$ cat src/rtl/cmd_sequencer_pkg.sv
// Shared types and constants for the command sequencer slice.
//   command_t    : trace entry; n[3:0] is the opcode, addr is the target address
//   OP_*         : opcode values understood by the sequencer
//   seq_state_t  : dispatcher FSM state encoding
//   op_class_t   : which cache channel(s) an opcode targets
//   CMD_RESET    : value presented on instruction while in reset
package cmd_sequencer_pkg;

    typedef struct packed {
        logic [3:0]  n;
        logic [31:0] addr;
    } command_t;

    localparam logic [3:0] OP_READ_D    = 4'd0;
    localparam logic [3:0] OP_WRITE_D   = 4'd1;
    localparam logic [3:0] OP_READ_I    = 4'd2;
    localparam logic [3:0] OP_SNOOP_INV = 4'd3;
    localparam logic [3:0] OP_SNOOP_RD  = 4'd4;
    localparam logic [3:0] OP_CLEAR     = 4'd8;
    localparam logic [3:0] OP_PRINT     = 4'd9;

    typedef enum logic [1:0] {IDLE, WRITE, READ, WAIT_ACK} seq_state_t;

    typedef enum logic [1:0] {OPC_ILLEGAL, OPC_DATA, OPC_INSTR, OPC_ALL} op_class_t;

    localparam command_t CMD_RESET = '{n: 4'b1000, addr: 32'h0};

    function automatic op_class_t op_class(input logic [3:0] op);
        op_class_t c;
        case (op)
            OP_READ_D, OP_WRITE_D, OP_SNOOP_INV, OP_SNOOP_RD: c = OPC_DATA;
            OP_READ_I:                                        c = OPC_INSTR;
            OP_CLEAR, OP_PRINT:                               c = OPC_ALL;
            default:                                          c = OPC_ILLEGAL;
        endcase
        return c;
    endfunction

endpackage

$ cat src/rtl/cmd_sequencer_fifo.sv
// Circular command queue with show-ahead read data.
//   clk, rst : clock, asynchronous active-high reset
//   push     : write wdata (ignored when full)
//   pop      : advance head (ignored when empty)
//   wdata    : entry to enqueue
//   rdata    : current head entry (valid when !empty)
//   count    : number of stored entries
//   full     : count == DEPTH
//   empty    : count == 0
module cmd_fifo #(
    parameter int DEPTH = 16,
    parameter int W     = 36
) (
    input  logic                       clk,
    input  logic                       rst,
    input  logic                       push,
    input  logic                       pop,
    input  logic [W-1:0]               wdata,
    output logic [W-1:0]               rdata,
    output logic [$clog2(DEPTH+1)-1:0] count,
    output logic                       full,
    output logic                       empty
);
    localparam int AW = $clog2(DEPTH);
    localparam int CW = $clog2(DEPTH+1);

    logic [W-1:0]  mem [DEPTH];
    logic [AW-1:0] wr_ptr;
    logic [AW-1:0] rd_ptr;
    logic          do_push;
    logic          do_pop;

    assign full    = (count == CW'(DEPTH));
    assign empty   = (count == '0);
    assign do_push = push && !full;
    assign do_pop  = pop && !empty;
    assign rdata   = mem[rd_ptr];

    // Storage carries no reset; only pointers and count define validity.
    always_ff @(posedge clk) begin
        if (do_push) begin
            mem[wr_ptr] <= wdata;
        end
    end

    // DEPTH is a power of two, so the pointers wrap by natural overflow.
    always_ff @(posedge clk or posedge rst) begin
        if (rst) begin
            wr_ptr <= '0;
            rd_ptr <= '0;
            count  <= '0;
        end else begin
            if (do_push) wr_ptr <= wr_ptr + AW'(1);
            if (do_pop)  rd_ptr <= rd_ptr + AW'(1);
            case ({do_push, do_pop})
                2'b10:   count <= count + CW'(1);
                2'b01:   count <= count - CW'(1);
                default: count <= count;
            endcase
        end
    end

endmodule

$ cat src/rtl/cmd_sequencer.sv
// Command queue and two-phase dispatcher for the I/D cache cluster.
//   clk, rst     : clock, asynchronous active-high reset
//   push_valid   : push_cmd valid; accepted when push_ready
//   push_ready   : queue not full
//   push_cmd     : trace command to enqueue
//   run          : enables dispatch
//   step_mode    : dispatch one command per step pulse while idle
//   step         : single-cycle step pulse
//   instruction  : command currently presented to the caches
//   write_enable : WRITE phase strobe
//   read_enable  : READ phase strobe
//   chan_sel     : target channel mask of the current command
//   ack          : per-channel completion pulses
//   busy         : FSM not IDLE
//   count        : queued entries
//   issued_cnt   : retired commands (saturating)
//   err_cnt      : illegal opcodes plus timeouts (saturating)
// Handshake: a push transfers on a clock edge where push_valid && push_ready;
// push_cmd must be stable while push_valid is high.
module cmd_sequencer
    import cmd_sequencer_pkg::*;
#(
    parameter int DEPTH    = 16,
    parameter int CHANNELS = 2,
    parameter int TIMEOUT  = 64,
    parameter int CNT_W    = 16
) (
    input  logic                       clk,
    input  logic                       rst,
    input  logic                       push_valid,
    output logic                       push_ready,
    input  command_t                   push_cmd,
    input  logic                       run,
    input  logic                       step_mode,
    input  logic                       step,
    output command_t                   instruction,
    output logic                       write_enable,
    output logic                       read_enable,
    output logic [CHANNELS-1:0]        chan_sel,
    input  logic [CHANNELS-1:0]        ack,
    output logic                       busy,
    output logic [$clog2(DEPTH+1)-1:0] count,
    output logic [CNT_W-1:0]           issued_cnt,
    output logic [CNT_W-1:0]           err_cnt
);
    localparam int TW = $clog2(TIMEOUT+1);

    seq_state_t          state;
    seq_state_t          state_next;
    seq_state_t          dispatch_target;
    logic [$bits(command_t)-1:0] head_bits;
    command_t            head;
    op_class_t           head_class;
    logic [CHANNELS-1:0] head_mask;
    logic                full;
    logic                empty;
    logic [CHANNELS-1:0] ack_mask;
    logic [TW-1:0]       timer;
    logic                can_go;
    logic                idle_go;
    logic                chain_go;
    logic                dispatch;
    logic                illegal_pop;
    logic                done;
    logic                timeout_ev;
    logic                retire;
    logic [1:0]          err_inc;
    logic [CNT_W:0]      err_sum;

    cmd_fifo #(.DEPTH(DEPTH), .W($bits(command_t))) u_fifo (
        .clk   (clk),
        .rst   (rst),
        .push  (push_valid),
        .pop   (dispatch),
        .wdata (push_cmd),
        .rdata (head_bits),
        .count (count),
        .full  (full),
        .empty (empty)
    );

    assign push_ready = !full;
    assign head       = command_t'(head_bits);
    assign head_class = op_class(head.n);

    always_comb begin
        head_mask = '0;
        case (head_class)
            OPC_DATA:  head_mask = CHANNELS'(1);
            OPC_INSTR: head_mask = CHANNELS'(2);
            OPC_ALL:   head_mask = '1;
            default:   head_mask = '0;
        endcase
    end

    // An ack arriving in the same cycle as the completion check counts.
    assign done       = ((ack_mask | ack) & chan_sel) == chan_sel;
    assign timeout_ev = (state == WAIT_ACK) && !done && (timer == TW'(TIMEOUT-1));
    assign retire     = (state == WAIT_ACK) && (done || timeout_ev);

    // Retiring can pop the next command in the same cycle, giving the
    // 3-cycle WRITE/READ/WAIT_ACK cadence. In step mode every dispatch
    // needs a step pulse while idle, so chaining is disabled there.
    assign can_go      = !empty && run;
    assign idle_go     = (state == IDLE) && can_go && (!step_mode || step);
    assign chain_go    = retire && can_go && !step_mode;
    assign dispatch    = idle_go || chain_go;
    assign illegal_pop = dispatch && (head_class == OPC_ILLEGAL);

    always_comb begin
        dispatch_target = WRITE;
        if (head_class == OPC_ILLEGAL) dispatch_target = IDLE;
        else if (head.n == OP_PRINT)   dispatch_target = READ;
    end

    // State register
    always_ff @(posedge clk or posedge rst) begin
        if (rst) state <= IDLE;
        else     state <= state_next;
    end

    // Next-state logic
    always_comb begin
        state_next = state;
        case (state)
            IDLE:     if (dispatch) state_next = dispatch_target;
            WRITE:    state_next = READ;
            READ:     state_next = WAIT_ACK;
            WAIT_ACK: if (retire) state_next = dispatch ? dispatch_target : IDLE;
            default:  state_next = IDLE;
        endcase
    end

    // Output logic
    always_comb begin
        write_enable = (state == WRITE);
        read_enable  = (state == READ);
        busy         = (state != IDLE);
    end

    assign err_inc = {1'b0, timeout_ev} + {1'b0, illegal_pop};
    assign err_sum = {1'b0, err_cnt} + {{(CNT_W-1){1'b0}}, err_inc};

    always_ff @(posedge clk or posedge rst) begin
        if (rst) begin
            instruction <= CMD_RESET;
            chan_sel    <= '0;
            ack_mask    <= '0;
            timer       <= '0;
            issued_cnt  <= '0;
            err_cnt     <= '0;
        end else begin
            // Illegal opcodes are discarded without touching the presented command.
            if (dispatch && !illegal_pop) begin
                instruction <= head;
                chan_sel    <= head_mask;
            end
            if (state == READ) begin
                ack_mask <= ack;
                timer    <= '0;
            end else if (state == WAIT_ACK) begin
                ack_mask <= ack_mask | ack;
                timer    <= timer + TW'(1);
            end
            if (retire && issued_cnt != '1) issued_cnt <= issued_cnt + CNT_W'(1);
            err_cnt <= err_sum[CNT_W] ? '1 : err_sum[CNT_W-1:0];
        end
    end

endmodule

$ cat config.mk
export PLATFORM = sky130hd
export DESIGN_NAME = cmd_sequencer
export DESIGN_NICKNAME = d
export VERILOG_FILES = /design/src/rtl/cmd_sequencer_pkg.sv /design/src/rtl/cmd_sequencer_fifo.sv /design/src/rtl/cmd_sequencer.sv
export SDC_FILE = /design/constraint.sdc
export NUM_CORES = 1
export LEC_CHECK = 0
export CORE_AREA = 2 2 371 189
export CTS_BUF_LIST = sky130_fd_sc_hd__clkbuf_8
export CTS_CLUSTER_SIZE = 30
export DETAILED_ROUTE_END_ITERATION = 6
export DIE_AREA = 0 0 373 191
export GPL_TIMING_DRIVEN = 0
export PLACE_DENSITY = 0.62
export SLEW_MARGIN = 5
export SYNTH_ARGS = -nofsm -noshare
export SYNTH_HDL_FRONTEND = slang
export SYNTH_HIERARCHICAL = 1
export SYNTH_SLANG_ARGS = --single-unit
$ cat constraint.sdc
create_clock -name clk -period 3.8 [get_ports clk]
set_input_delay 0.38 -clock clk [delete_from_list [all_inputs] [get_ports clk]]
set_output_delay 0.38 -clock clk [all_outputs]
set_load 0.005 [all_outputs]
==> results of run 1 <==
[logic make-up (layout without fill, tap and decap cells)]
logic type | count (synthesis) | count (layout) | synth area share
DFF | 670 | 670 | 0.7261
muxes | 259 | 259 | 0.1381
AOI/OAI and AO/OA | 229 | 229 | 0.06191
and+or+nand+nor | 184 | 184 | 0.03389
buffers and inverters | 96 | 422 | 0.02261
xor gates and xnor gates | 32 | 32 | 0.01036
adders and majority gates | 14 | 14 | 0.007027
other | 0 | 4 | 0
[cell usage after synthesis (all sizes together), types with 3 or more instances]
library cell,n,area share
xnor2,23,0.0074
nor2b,8,0.0018
buf,52,0.015
xor2,9,0.0029
mux2,76,0.036
mux4,72,0.061
a31oi,3,0.00069
o21ai,90,0.017
a21oi,48,0.0089
nand2,75,0.010
dfrtp,93,0.086
nor3,10,0.0023
mux2i,111,0.041
clkbuf,23,0.0043
edfxtp,576,0.64
nand3,14,0.0026
nor2,29,0.0043
nand4,17,0.0045
inv,21,0.0029
a22oi,36,0.010
and3,8,0.0018
and2,4,0.00092
nand2b,7,0.0016
a221oi,36,0.020
ha,12,0.0055
[layer usage]
metal / global-route usage / vias up / wire, um
met2: 0.2507 / 538 / 27030
met5: 0 / - / 0
met1: 0.2896 / 7658 / 32510
li1: - / 6435 / -
met4: 0.05675 / 0 / 1324
met3: 0.04238 / 94 / 4743
[where the power goes]
group | internal (mW) | switching (mW)
Sequential | 9.01 | 0.413
Combinational | 3.82 | 4.68
Clock | 2.69 | 2.74
[layout by cell type (no fill, tap or decap), types with 14 or more instances in the layout]
master           synthesis  layout
a221oi_2                35      35
nor2_1                  28      15
mux2i_1                111     111
buf_4                   12      24
a22oi_1                 36      36
nand2_1                 74      71
xnor2_1                 23      23
nand3_1                 14      14
buf_2                   17      14
mux4_2                  62      62
clkbuf_8                 3     112
dfrtp_1                 93      92
o21ai_0                 77      77
a21oi_1                 48      48
edfxtp_1               576     576
mux2_2                  46      46
inv_1                   20      55
mux2_4                  30      30
clkdlybuf4s50_1          0     122
nand4_1                 16      16
[critical path, stage by stage (launching register included)]
cell and delay (ps):
dfrtp_2 420, buf_6 210, buf_6 230, mux2i_1 340, a221oi_4 130, o21ai_0 250
nand2_2 150, o21a_1 180, o22ai_4 180, nor2_2 80, fa_2 390, ha_1 230
nand2_2 120, nor2_1 60, nand3_1 130, or2_4 150, buf_4 170, nand2_1 70
[stage by stage]
stage | util | area (sq um) | setup slack (ps)
2_1_floorplan | - | 27080 | 375.7
3_3_place_gp | 0.4320 | 29440 | -1577
3_5_place_dp | 0.4419 | 30110 | -768.4
4_1_cts | 0.4698 | 32020 | 10.27
5_1_grt | 0.4709 | 32090 | -12.27
6_report | 0.4709 | 32090 | 159.0
[final timing paths]
path | startpoint | to | slack, ps | cells past startpoint
worst max-delay path | u_fifo/rd_ptr[0] | err_cnt[6] | 160 | 17
worst min-delay path | rst | err_cnt[11] | 130 | 2
worst max register to register | u_fifo/rd_ptr[0] | err_cnt[6] | 160 | 17
worst min register to register | issued_cnt[11] | issued_cnt[11] | 500 | 1
max in group asynchronous | rst | instruction[25] | 2960 | 3
min in group clk | ack[1] | ack_mask[1] | 330 | 2
[registers in the layout (all words and copies together), names as in the netlist]
signal,flops
ack_mask,2
chan_sel,2
err_cnt,16
instruction,36
issued_cnt,16
state,2
timer,7
u_fifo/count,5
u_fifo/mem,576
u_fifo/rd_ptr,4
u_fifo/wr_ptr,4
[layout make-up]
type | instances | area, sq um
fillers | 5686 | 36060
flip-flops and latches | 670 | 19650
multi-input cells | 718 | 6994
repair buffers | 156 | 1827
clock buffers | 109 | 1500
well taps | 910 | 1139
plain buffers | 74 | 593.1
clock inverters | 62 | 296.5
inverters | 21 | 81.33
diodes | 4 | 10.01
[repair_timing]
item                                    4_1_cts  5_1_grt
endpoints found under the setup margin       52       15
hold endpoints to repair                      0        0
resized for setup                            26       16
setup buffers                                 5        2
pin swaps                                     3        2
==> impl_metrics.tcl, run 1 <==
set metrics [dict create \
    hold_viol_final 0 \
    peakVddDrop_v 0.0003361 \
    ys_warn_count 6 \
    finalClockSkew_ps 24.14 \
    routedWlPerCell_um 24.08 \
    drive_gt1_frac 0.2365 \
    leakage_nw 11.28 \
    synth_area_sq_um 27060 \
    wl_um 65600 \
    drv_cap 0 \
    cp_max_fo 10 \
    antenna_found_initial 2 \
    coreArea_sq_um 68150 \
    hold_path.class "in2async" \
    cts_hold_buf 0 \
    drtIter0Drc 1411 \
    netlist_instances 1484 \
    worstPathRequired_ps 4400 \
    slew_violations 0 \
    place_inst 2543 \
    ys_types 64 \
    area_growth_pct 18.58 \
    portBuffers 122 \
    first_pass_iters 5 \
    grt_pass1_wl_um 96240 \
    die_h_um 191 \
    initial_core_util 0.3971 \
    drc 0 \
    avgSynthCellArea_sq_um 18.24 \
    setup_viol 0 \
    die_area_sq_um 71240 \
    via_per_inst 5.406 \
    core.rowCount 68 \
    clk_latency_ps 720 \
    drt.antenna.violating_nets 0 \
    cts.sinks 670 \
    grt_max_degree 50 \
    crit_path_start_kind "register" \
    ys_seq_elements 670 \
    cts_max_path_buffers 3 \
    cts.htree.levels 3 \
    end_kind "register" \
    num_vias 14730 \
    gp_congestion 0.7938 \
    cts_buffers 94 \
    cts_tree "built" \
    hpwlAfterDp_um 43180 \
    nets 1793 \
    die_w_um 373 \
    final_cells 2724 \
    synthFlopType "edfxtp_1" \
    grt_pass1_vias 14650 \
    gr-total-overflow 0 \
    cts_root_buffer "clkbuf_8" \
    arrival_ps 4240 \
    synth_edf_count 576 \
    post-route-period-util 0.9581 \
    seq_area_frac_synth 0.7261 \
    max_freq_mhz 274.7 \
    io_pins 123 \
    crit_type "reg2reg" \
    period_needed_ps 3641 \
    grtUsageTotal 0.1844 \
    holdWs_ps 126.3 \
    power.density_nw_per_um2 727.7 \
    tns_ps 0 \
    power.total_mw 23.35 \
    max_slew_margin 0.3138 \
    worst_slew_pin_slew_ps 1029 \
    cts.clk_slew.worst_paths_ps 60 \
    synthArstFlopShare 0.1403 \
    outcome "finished clean" \
    syn_nets 1542 \
]
No activity file was read; power rests on OpenSTA's default activity.
==> inputs of run 2 (changes only) <==
- CORE_AREA: 2 2 371 189 -> 2 2 350 179
- DIE_AREA: 0 0 373 191 -> 0 0 352 181
- PLACE_DENSITY: 0.62 -> 0.67
==> run 2 against run 1 <==
Compared with the run above: worst hold slack better by 71 ps; first-iteration DRC count is 0.21% lower; register-to-register slack worse by 30 ps; clock-buffer cell count stayed put; total power is 1.2% higher; final cell count is 3.0% lower; via count is 0.69% higher; clock power is 3% higher; maximum frequency is 0.91% lower; largest cell class unchanged.
==> impl_metrics.tcl, run 2 (synthesized netlist as in run 1, its figures left out) <==
set metrics [dict create \
    cts.htree.levels 3 \
    cts.sinks 670 \
    coreArea_sq_um 60460 \
    final_common_cell "edfxtp_1" \
    cts_root_buffer "clkbuf_8" \
    cts_hold_buf 0 \
    path_delay_family "compound AO/OA/AOI/OAI gates" \
    n_antenna_cell 0 \
    stdcell_area_sq_um 32320 \
    worst_slew_pin_slew_ps 998.9 \
    multi_input_comb_area_sq_um 6998 \
    largest_register_ffs 576 \
    post-route-period-util 0.9670 \
    via_per_inst 5.614 \
    antenna_found_initial 0 \
    crit_path_start_kind "register" \
    holdWs_ps 197.7 \
    final_cells 2641 \
    max_freq_mhz 272.1 \
    largestRegisters "u_fifo/mem (576), instruction (36)" \
    wl_um 63680 \
    io_pins 123 \
    gp_congestion 0.7986 \
    arrival_ps 4220 \
    period_needed_ps 3675 \
    setup_viol 0 \
    power.density_nw_per_um2 731.2 \
    outcome "finished clean" \
    finalClockSkew_ps 21.91 \
    drv_cap 0 \
    max_slew_margin 0.3341 \
    cts_buffers 95 \
    drt.antenna.violating_nets 0 \
    final_cell_mix "edfxtp_1 (576), clkdlybuf4s50_1 (122), clkbuf_8 (112)" \
    die_area_sq_um 63710 \
    drc 0 \
    crit_path_max_incr_delay_ps 550 \
    grtUsageTotal 0.1980 \
    slew_violations 0 \
    regMostFlops "u_fifo/mem" \
    critPathSlowestCell "mux4_2" \
    leakage_nw 11.39 \
    initial_core_util 0.4476 \
    top_layer_used "met4" \
    nets 1798 \
    grt_max_degree 47 \
    regArea_sq_um 19650 \
    worst-path-buf-inv 3 \
    clk_latency_ps 670 \
    end_kind "register" \
    drtIter0Drc 1408 \
    core.rowCount 64 \
    grt_pass1_wl_um 93740 \
    path_cells "buf_12, buf_12, mux4_2, a22oi_2, nand2_2, o21a_1, o22ai_4, nor2_1, fa_2, ha_1, nand2_2, nor2_1, nand3_1, or2_4, buf_4, o21ai_1" \
    cts_max_path_buffers 3 \
    dr_wl_met2_um 27000 \
    die_h_um 181 \
    crit_type "reg2reg" \
    num_vias 14830 \
    routedWlPerCell_um 24.11 \
    hold_viol_final 0 \
    placed_cell_area_sq_um 30220 \
    tns_ps 0 \
    gr-total-overflow 0 \
    worstPathRequired_ps 4340 \
    cts.clk_slew.worst_paths_ps 70 \
    place_inst 2460 \
    worst_slack_ps 125.5 \
    hold_path.class "in2async" \
    pre_cts_ws_ps -673.1 \
    grt_pass1_vias 14550 \
    cts_tree "built" \
    hpwlAfterDp_um 43040 \
    drive_gt1_frac 0.2423 \
    peakVddDrop_v 0.0003723 \
    met1Wirelength_um 31460 \
    die_w_um 352 \
    portBuffers 122 \
    cp_max_fo 10 \
    area_growth_pct 19.44 \
    first_pass_iters 5 \
    wl_met3_um 4453 \
    fillers 4695 \
]
run 2: final timing paths:
kind	from	to	slack, ps	cells after the start
min	rst	u_fifo/count[3]	200	2
max in group asynchronous	rst	instruction[27]	2890	3
min reg2reg	instruction[29]	instruction[29]	510	1
max reg2reg	u_fifo/rd_ptr[0]	err_cnt[2]	130	16
min in group clk	ack[0]	ack_mask[0]	400	2
max	u_fifo/rd_ptr[0]	err_cnt[2]	130	16
run 2: timing repair:
action,4_1_cts,5_1_grt
gates resized for setup,24,32
pin swaps,0,5
setup endpoints to repair,47,16
setup buffers,3,6
run 2: worst reg2reg max path: cells and delay by family (launching register included):
| family | cells | cell delay [ps] |
|---|---|---|
| muxes | 1 | 560 |
| DFF | 1 | 400 |
| buffers and inverters | 3 | 520 |
| and+or+nand+nor | 6 | 700 |
| adders and majority gates | 2 | 670 |
| AOI/OAI and AO/OA | 4 | 720 |
run 2: report_power, final:
group	switching (mW)	total, mW	internal, mW
sequential	0.421	9.43	9.01
clock	2.68	5.58	2.89
combinational	4.66	8.63	3.97
run 2: area by class of cell:
type / instances / share of cell area
multi-input combinational: 718 / 0.2165
clock inverter: 64 / 0.01169
tap: 825 / 0.03193
inverter: 21 / 0.002516
clock buffer: 109 / 0.04641
timing repair buffer: 160 / 0.06395
sequential: 670 / 0.6080
buffer: 74 / 0.01904
run 2: per-stage QoR:
stage | util | power, mW
floorplan | - | 14.70
global placement | 0.4852 | 17.31
detailed placement | 0.4999 | 17.78
CTS | 0.5321 | 23.48
global route | 0.5346 | 24.77
finish | 0.5346 | 23.63
run 2: layer usage:
layer  global-route usage  vias up
met5                    0        -
met4              0.04240        0
met3              0.04202       66
met2               0.2783      582
met1               0.3146     7730
li1                     -     6448
==> inputs of run 3 (changes only) <==
- CAP_MARGIN: not set -> 20
- CORE_AREA: 2 2 350 179 -> 5 5 353 182
- DIE_AREA: 0 0 352 181 -> 0 0 358 187
==> run 3 against run 2 <==
Compared with the run above: critical path depth stayed put; setup slack better by 88 ps; sequential power hardly changed; non-clock buffer count is 7 lower; sequential share of layout area is 0.77 points higher; worst hold slack worse by 100 ps; global-route usage is 0.84 points lower; via count is 1.5% lower; sequential cell count stayed put; design area is 1.3% lower; maximum frequency is 2.4% higher; critical path type unchanged; largest cell class unchanged; largest power group unchanged.
==> impl_metrics.tcl, run 3 (synthesized netlist as in run 1, its figures left out) <==
set metrics [dict create \
    final_common_cell "edfxtp_1" \
    crit_path_start_kind "register" \
    cp-endpoint "err_cnt[2]" \
    crit_start "u_fifo/rd_ptr[1]" \
    critPathSlowestCell "dfrtp_1" \
    cts.clk_slew.worst_paths_ps 70 \
    finalClockSkew_ps 44.84 \
    worst_slew_pin_slew_ps 964.7 \
    peakVddDrop_v 0.0004639 \
    grt_max_degree 54 \
    cts_max_path_buffers 3 \
    drtIter0Drc 1274 \
    gp_congestion 0.8090 \
    gr-total-overflow 0 \
    hpwlAfterDp_um 42470 \
    cts.sinks 670 \
    grtUsageTotal 0.1896 \
    outcome "finished clean" \
    pre_cts_ws_ps -672.3 \
    die_area_sq_um 66950 \
    cts.htree.levels 3 \
    die_h_um 187 \
    cp_max_fo 10 \
    rsz0062_at_grt "false" \
    leakage_nw 11.25 \
    reg2regPathDepth 16 \
    max_slew_margin 0.3568 \
    slew_violations 0 \
    grt_pass1_wl_um 94940 \
    drc 0 \
    arrival_ps 4160 \
    drv_cap 0 \
    power.density_nw_per_um2 724.1 \
    first_pass_iters 5 \
    initial_core_util 0.4470 \
    path_cells "buf_4, buf_4, mux4_2, a22oi_1, nand2_2, o21a_1, o22ai_4, nor2_2, fa_2, ha_1, nand2_2, nor2_1, nand3_1, or2_4, buf_6, o21ai_1" \
    largest_register_ffs 576 \
    nets 1788 \
    antenna_found_initial 0 \
    max_freq_mhz 278.8 \
    crit_type "reg2reg" \
    r2r-start "u_fifo/rd_ptr[1]" \
    worstReg2RegEnd "err_cnt[2]" \
    cts_tree "built" \
    cts_buffers 92 \
    end_kind "register" \
    largestRegisters "u_fifo/mem (576), instruction (36)" \
    worstPathRequired_ps 4380 \
    wl_um 63570 \
    post-route-period-util 0.9439 \
    final_cell_mix "edfxtp_1 (576), clkdlybuf4s50_1 (122), mux2i_1 (111)" \
    grt_pass1_vias 14650 \
    drt.antenna.violating_nets 0 \
    die_w_um 358 \
    setup_viol 0 \
    coreArea_sq_um 60540 \
    clk_latency_ps 690 \
    portBuffers 122 \
    regMostFlops "u_fifo/mem" \
    drive_gt1_frac 0.2330 \
    hold_path.class "in2async" \
    io_pins 123 \
    holdWs_ps 97.20 \
    worst-r2r-setup-slack_ps 210 \
    cts_root_buffer "clkbuf_8" \
    num_vias 14610 \
    worst_slack_ps 213.0 \
    routedWlPerCell_um 24.15 \
    n_antenna_cell 0 \
    crit_path_max_incr_delay_ps 420 \
    hold_viol_final 0 \
    area_growth_pct 17.93 \
    via_per_inst 5.549 \
    core.rowCount 64 \
    period_needed_ps 3587 \
]
[run 3: how the worst min path moves through the flow]
stage	from	endpoint	slack [ps]
2_1_floorplan	rst	u_fifo/count[0]	260
3_3_place_gp	ack_mask[1]	ack_mask[1]	480
3_5_place_dp	ack_mask[0]	ack_mask[0]	490
4_1_cts	rst	err_cnt[4]	50
5_1_grt	rst	ack_mask[0]	90
6_report	rst	err_cnt[4]	100
[run 3: metal layers]
| metal | up-vias | global-route usage | share of wire |
|---|---|---|---|
| li1 | 6436 | - | - |
| met2 | 515 | 0.2598 | 0.41 |
| met4 | 0 | 0.03974 | 0.014 |
| met1 | 7590 | 0.3072 | 0.49 |
| met5 | - | 0 | 0 |
| met3 | 64 | 0.04434 | 0.080 |
[run 3: worst max-delay path: cells and delay by family (launching register included)]
kind / cells / cell delay (ps)
flip-flops: 1 / 420
adder cells (fa/ha/maj): 2 / 620
AO/OA/AOI/OAI: 4 / 650
multiplexers: 1 / 360
AND/OR/NAND/NOR: 6 / 700
buffers and inverters: 3 / 700
[run 3: per-stage QoR]
stage                       util  setup TNS [ps]  total power [mW]  cell area, sq um  instances
after CTS                 0.5260               0             23.17             31850       2628
after global routing      0.5272               0             24.27             31920       2632
after detailed placement  0.4961          -12380             17.75             30030       2456
final                     0.5272               0             23.11             31920       2632
after floorplan                -               0             14.70             27080       1484
after global placement    0.4846         -677110             17.33             29340       2431
[run 3: area by class of cell]
type,count,area (sq um)
Tap cell,825,1032
Inverter,21,81.33
Clock inverter,66,310.3
Sequential cell,670,19650
Fill cell,4838,28620
Timing Repair Buffer,153,1844
Multi-Input combinational cell,718,6968
Clock buffer,105,1445
Buffer,74,585.6
[run 3: what timing repair did]
item	4_1_cts	5_1_grt
cloned	0	0
gates resized for setup	21	14
hold buffers	0	0
setup endpoints to repair	47	16
hold endpoints to repair	0	0
pin swaps	2	2
setup buffers	2	4
[run 3: power by group]
group | internal [mW] | switching (mW)
logic | 3.80 | 4.58
clock network | 2.61 | 2.70
registers | 9.01 | 0.410
==> edit 1: new RTL, flow settings as in run 1 <==
The 4 states of `seq_state_t` get a one-hot encoding in 4 bits.
--- a/src/rtl/cmd_sequencer_pkg.sv
+++ b/src/rtl/cmd_sequencer_pkg.sv
@@ -20,5 +20,5 @@
     localparam logic [3:0] OP_PRINT     = 4'd9;
 
-    typedef enum logic [1:0] {IDLE, WRITE, READ, WAIT_ACK} seq_state_t;
+    typedef enum logic [3:0] {IDLE = 4'b0001, WRITE = 4'b0010, READ = 4'b0100, WAIT_ACK = 4'b1000} seq_state_t;
 
     typedef enum logic [1:0] {OPC_ILLEGAL, OPC_DATA, OPC_INSTR, OPC_ALL} op_class_t;
Formal check against the unedited RTL: same outputs for any inputs over 4 cycles, from zero or initial values and one cycle with rst high; so few cycles prove little.
==> edit 1 against run 1 <==
  * Die area did not move
  * Non-clock buffer count is 9 higher
  * Setup slack improved by 0.012 ns
  * Critical path type unchanged
  * Total power down 0.60%
  * Wire length rose by 0.49%
  * Largest cell class unchanged
  * Sequential cell count increased by 2
  * Fmax rose by 0.32%
  * Global-route usage about the same
  * Critical path depth increased by 1
  * Area after synthesis is 0.24% lower
  * Final area increased by 0.42%
  * Sequential power fell by 0.6%
==> edit 1: results <==
set metrics [dict create \
    fin_nets 1805 \
    async_flop_share 0.143 \
    wirelength_mm 65.9 \
    ff2ff_setup_slack_ns 0.17 \
    synth_common_cells "edfxtp_1 (576), mux2i_1 (109), dfrtp_1 (94), o21ai_0 (76), nand2_1 (75)" \
    ir_worst_vdd_uv 478 \
    place_inst 2548 \
    antenna_found_initial 0 \
    critPathSlowestCell "dfrtp_2" \
    rr_startpoint "u_fifo/rd_ptr[0]" \
    clockBufferDepth 3 \
    instances_no_fill 2732 \
    portBuffers 122 \
    drive_gt1_frac 0.242 \
    grt_max_degree 46 \
    firstDrtPassIters 7 \
    path_max_fanout 10 \
    netlist-cell-type-count 66 \
    switching_share 0.336 \
    ys_seq_area_frac 0.730 \
    cts-buffers-inserted 92 \
    r2r-end "err_cnt[6]" \
    fmax_mhz 276 \
    crit_path_start_kind "flop" \
    reg2regPathDepth 18 \
    grt_pass1_wl_mm 96.6 \
    outcome "completed" \
    via_count 14800 \
    p_leak_nw 11.2 \
    gp_congestion 0.777 \
    path_delay_family "simple AND/OR/NAND/NOR gates" \
    num-fill-cells 5637 \
    dp_slack_ns -1.05 \
    drtIter0Drc 1243 \
    clk_latency_ns 0.71 \
    reg_top3 "u_fifo/mem: 576 flops, instruction: 36 flops" \
    postCtsSetupRepairBufs 3 \
    post_cts_resized 37 \
    antenna_cells 0 \
    design_area_um2 32200 \
    cpPeakStageDelay_ns 0.44 \
    dpl.hpwl_mm 43.1 \
    placed_area_um2 30100 \
    synth_area_leaders "edfxtp_1 (64%), dfrtp_1 (8.7%), mux4_2 (5.2%), mux2i_1 (4.0%), mux2_2 (3.1%)" \
    track_usage 0.184 \
    h-tree-depth 3 \
    clk_pin_slew_worst_paths_ns 0.07 \
    skew_ns 0.0373 \
    synth_edf_count 576 \
    end_kind "flop" \
    arrival_ns 4.25 \
    synthCells 1489 \
    slew_headroom 0.303 \
]
[edit 1: changes by cell type after synthesis, moves of 3 or more]
cell	run 1	this run
xor2_1	9	16
a21oi_1	48	51
nand4_1	16	13
mux2_4	30	0
mux2_2	46	74
nor4b_1	0	3
nor3_2	0	4
and3_1	8	2
nand3_1	14	17
[edit 1: worst min path at each step]
stage | to | slack [ns] | cells after the start
floorplan | u_fifo/count[0] | 0.26 | 1
global placement | issued_cnt[6] | 0.48 | 1
detailed placement | issued_cnt[6] | 0.48 | 1
CTS | issued_cnt[14] | 0.11 | 2
global route | issued_cnt[14] | 0.16 | 2
finish | issued_cnt[14] | 0.15 | 2
[edit 1: kinds of logic after synthesis]
family,count (synthesis),synth area share
compound gates,227,0.0603
xor+xnor,37,0.0120
fa+ha+maj,14,0.00704
buf+inv,94,0.0226
flops,672,0.730
mux,255,0.133
simple gates,190,0.0356
[edit 1: cell type report]
| cell class | instances | area share |
|---|---|---|
| tap | 910 | 0.0353 |
| inverter | 19 | 0.00229 |
| multi-input combinational | 723 | 0.215 |
| buffer | 75 | 0.0199 |
| timing repair buffer | 164 | 0.0613 |
| sequential | 672 | 0.611 |
| clock inverter | 65 | 0.0103 |
| clock buffer | 104 | 0.0444 |
[edit 1: layer usage]
layer | global-route usage | up-vias | share of wire
met5 | 0 | - | 0
met4 | 0.0538 | 0 | 0.019
met3 | 0.0344 | 98 | 0.060
met2 | 0.262 | 467 | 0.42
met1 | 0.286 | 7789 | 0.50
li1 | - | 6457 | -
[edit 1: power by group through the flow]
stage	clock, W	combinational, W	sequential, W
6_report	0.00537	0.00849	0.00936
5_1_grt	0.00583	0.00906	0.00945
4_1_cts	0.00552	0.00833	0.00937
3_5_place_dp	0	0.00814	0.00951
3_3_place_gp	0	0.00770	0.00954
2_1_floorplan	0	0.00504	0.00947
==> edit 2: new RTL, settings of run 1 <==
Made on the original files. Change the parameter `CNT_W` from 16 to 24.
--- a/src/rtl/cmd_sequencer.sv
+++ b/src/rtl/cmd_sequencer.sv
@@ -24,5 +24,5 @@
     parameter int CHANNELS = 2,
     parameter int TIMEOUT  = 64,
-    parameter int CNT_W    = 16
+    parameter int CNT_W    = 24
 ) (
     input  logic                       clk,
Ports: changed (resized err_cnt and issued_cnt); port bits go from 123 to 139. No check against the original RTL was run, so the function may have changed too.
==> edit 2 against run 1 <==
  * Clock power rose by 2%
  * Area after synthesis is 1.8% higher
  * Total power shrank 1.0%
  * Largest cell class unchanged
  * Largest power group unchanged
  * Wire length increased by 1.7%
  * Critical path depth unchanged
  * Sequential power rose by 2%
  * Setup slack improved by 0.0055 ns
  * Critical endpoint is now err_cnt[19]
  * Count of clock-buffer cells in the layout decreased by 6
  * Final area increased by 2.9%
  * Sequential cell count rose by 16
  * Critical path type unchanged
==> edit 2: results <==
set metrics [dict create \
    synth_common_cells "edfxtp_1 (576), mux2i_1 (110), dfrtp_1 (109), nand2_1 (90), mux2_2 (75)" \
    synthAdderAreaFrac 0.00690 \
    synth_nets 1596 \
    netlist-cell-type-count 61 \
    outcome "completed" \
    clkCellAreaFrac 0.0554 \
    power_w 0.0231 \
    crit_end "err_cnt[19]" \
    global_route.usage.met3 0.0435 \
    antenna_cells 0 \
    pg_comb_w 0.00801 \
    skew_ns 0.0270 \
    area_growth_pct 19.9 \
    p_leak_nw 11.6 \
    grt_pass1_vias 14800 \
    met1_length_mm 33.2 \
    wl_met2_mm 27.6 \
    async_flop_share 0.160 \
    place_inst 2617 \
    post_cts_resized 37 \
    use_met2 0.254 \
    synth_area_leaders "edfxtp_1 (63%), dfrtp_1 (9.9%), mux4_2 (5.1%), mux2i_1 (4.0%), mux2_2 (3.1%)" \
    ys_seq_area_frac 0.728 \
    avgRoutedWirePerCell_um 23.8 \
    hold_ws_ns 0.335 \
    use_met1 0.295 \
    track_usage 0.187 \
    postCtsSetupRepairBufs 4 \
    worst_slew_pin_slew_ns 1.01 \
    ir_worst_vdd_uv 370 \
    portBuffers 138 \
    multi_input_gates 757 \
    fmax_mhz 275 \
    clock_buffers 103 \
]
## edit 2: cell types whose count changed after synthesis, sizes merged, moves of 3 or more
cell,change
dfrtp,+16
nand2,+16
xor2,+13
nand3,+6
xnor2,+7
nor2b,-5
and3,+7
nor2,+3
nand4,-3
## edit 2: worst max-delay path: stages (launching register included)
cell and delay [ns]:
dfrtp_2 0.45, buf_12 0.17, buf_6 0.17, mux2i_1 0.14, a221oi_2 0.34, o21ai_0 0.17, nand2_2 0.15, nor2_1 0.06
nor2_1 0.11, nor2_2 0.06, nor3_2 0.16, fa_2 0.31, ha_4 0.18, and3_4 0.21, nand2_2 0.07, or4_4 0.55
buf_8 0.17, nand2_1 0.06
## edit 2: cell families after synthesis
kind of cell               Yosys count
and+or+nand+nor                    213
AOI/OAI and AO/OA                  221
adders and majority gates           14
buffers and inverters               95
DFF                                686
muxes                              257
xor gates and xnor gates            52
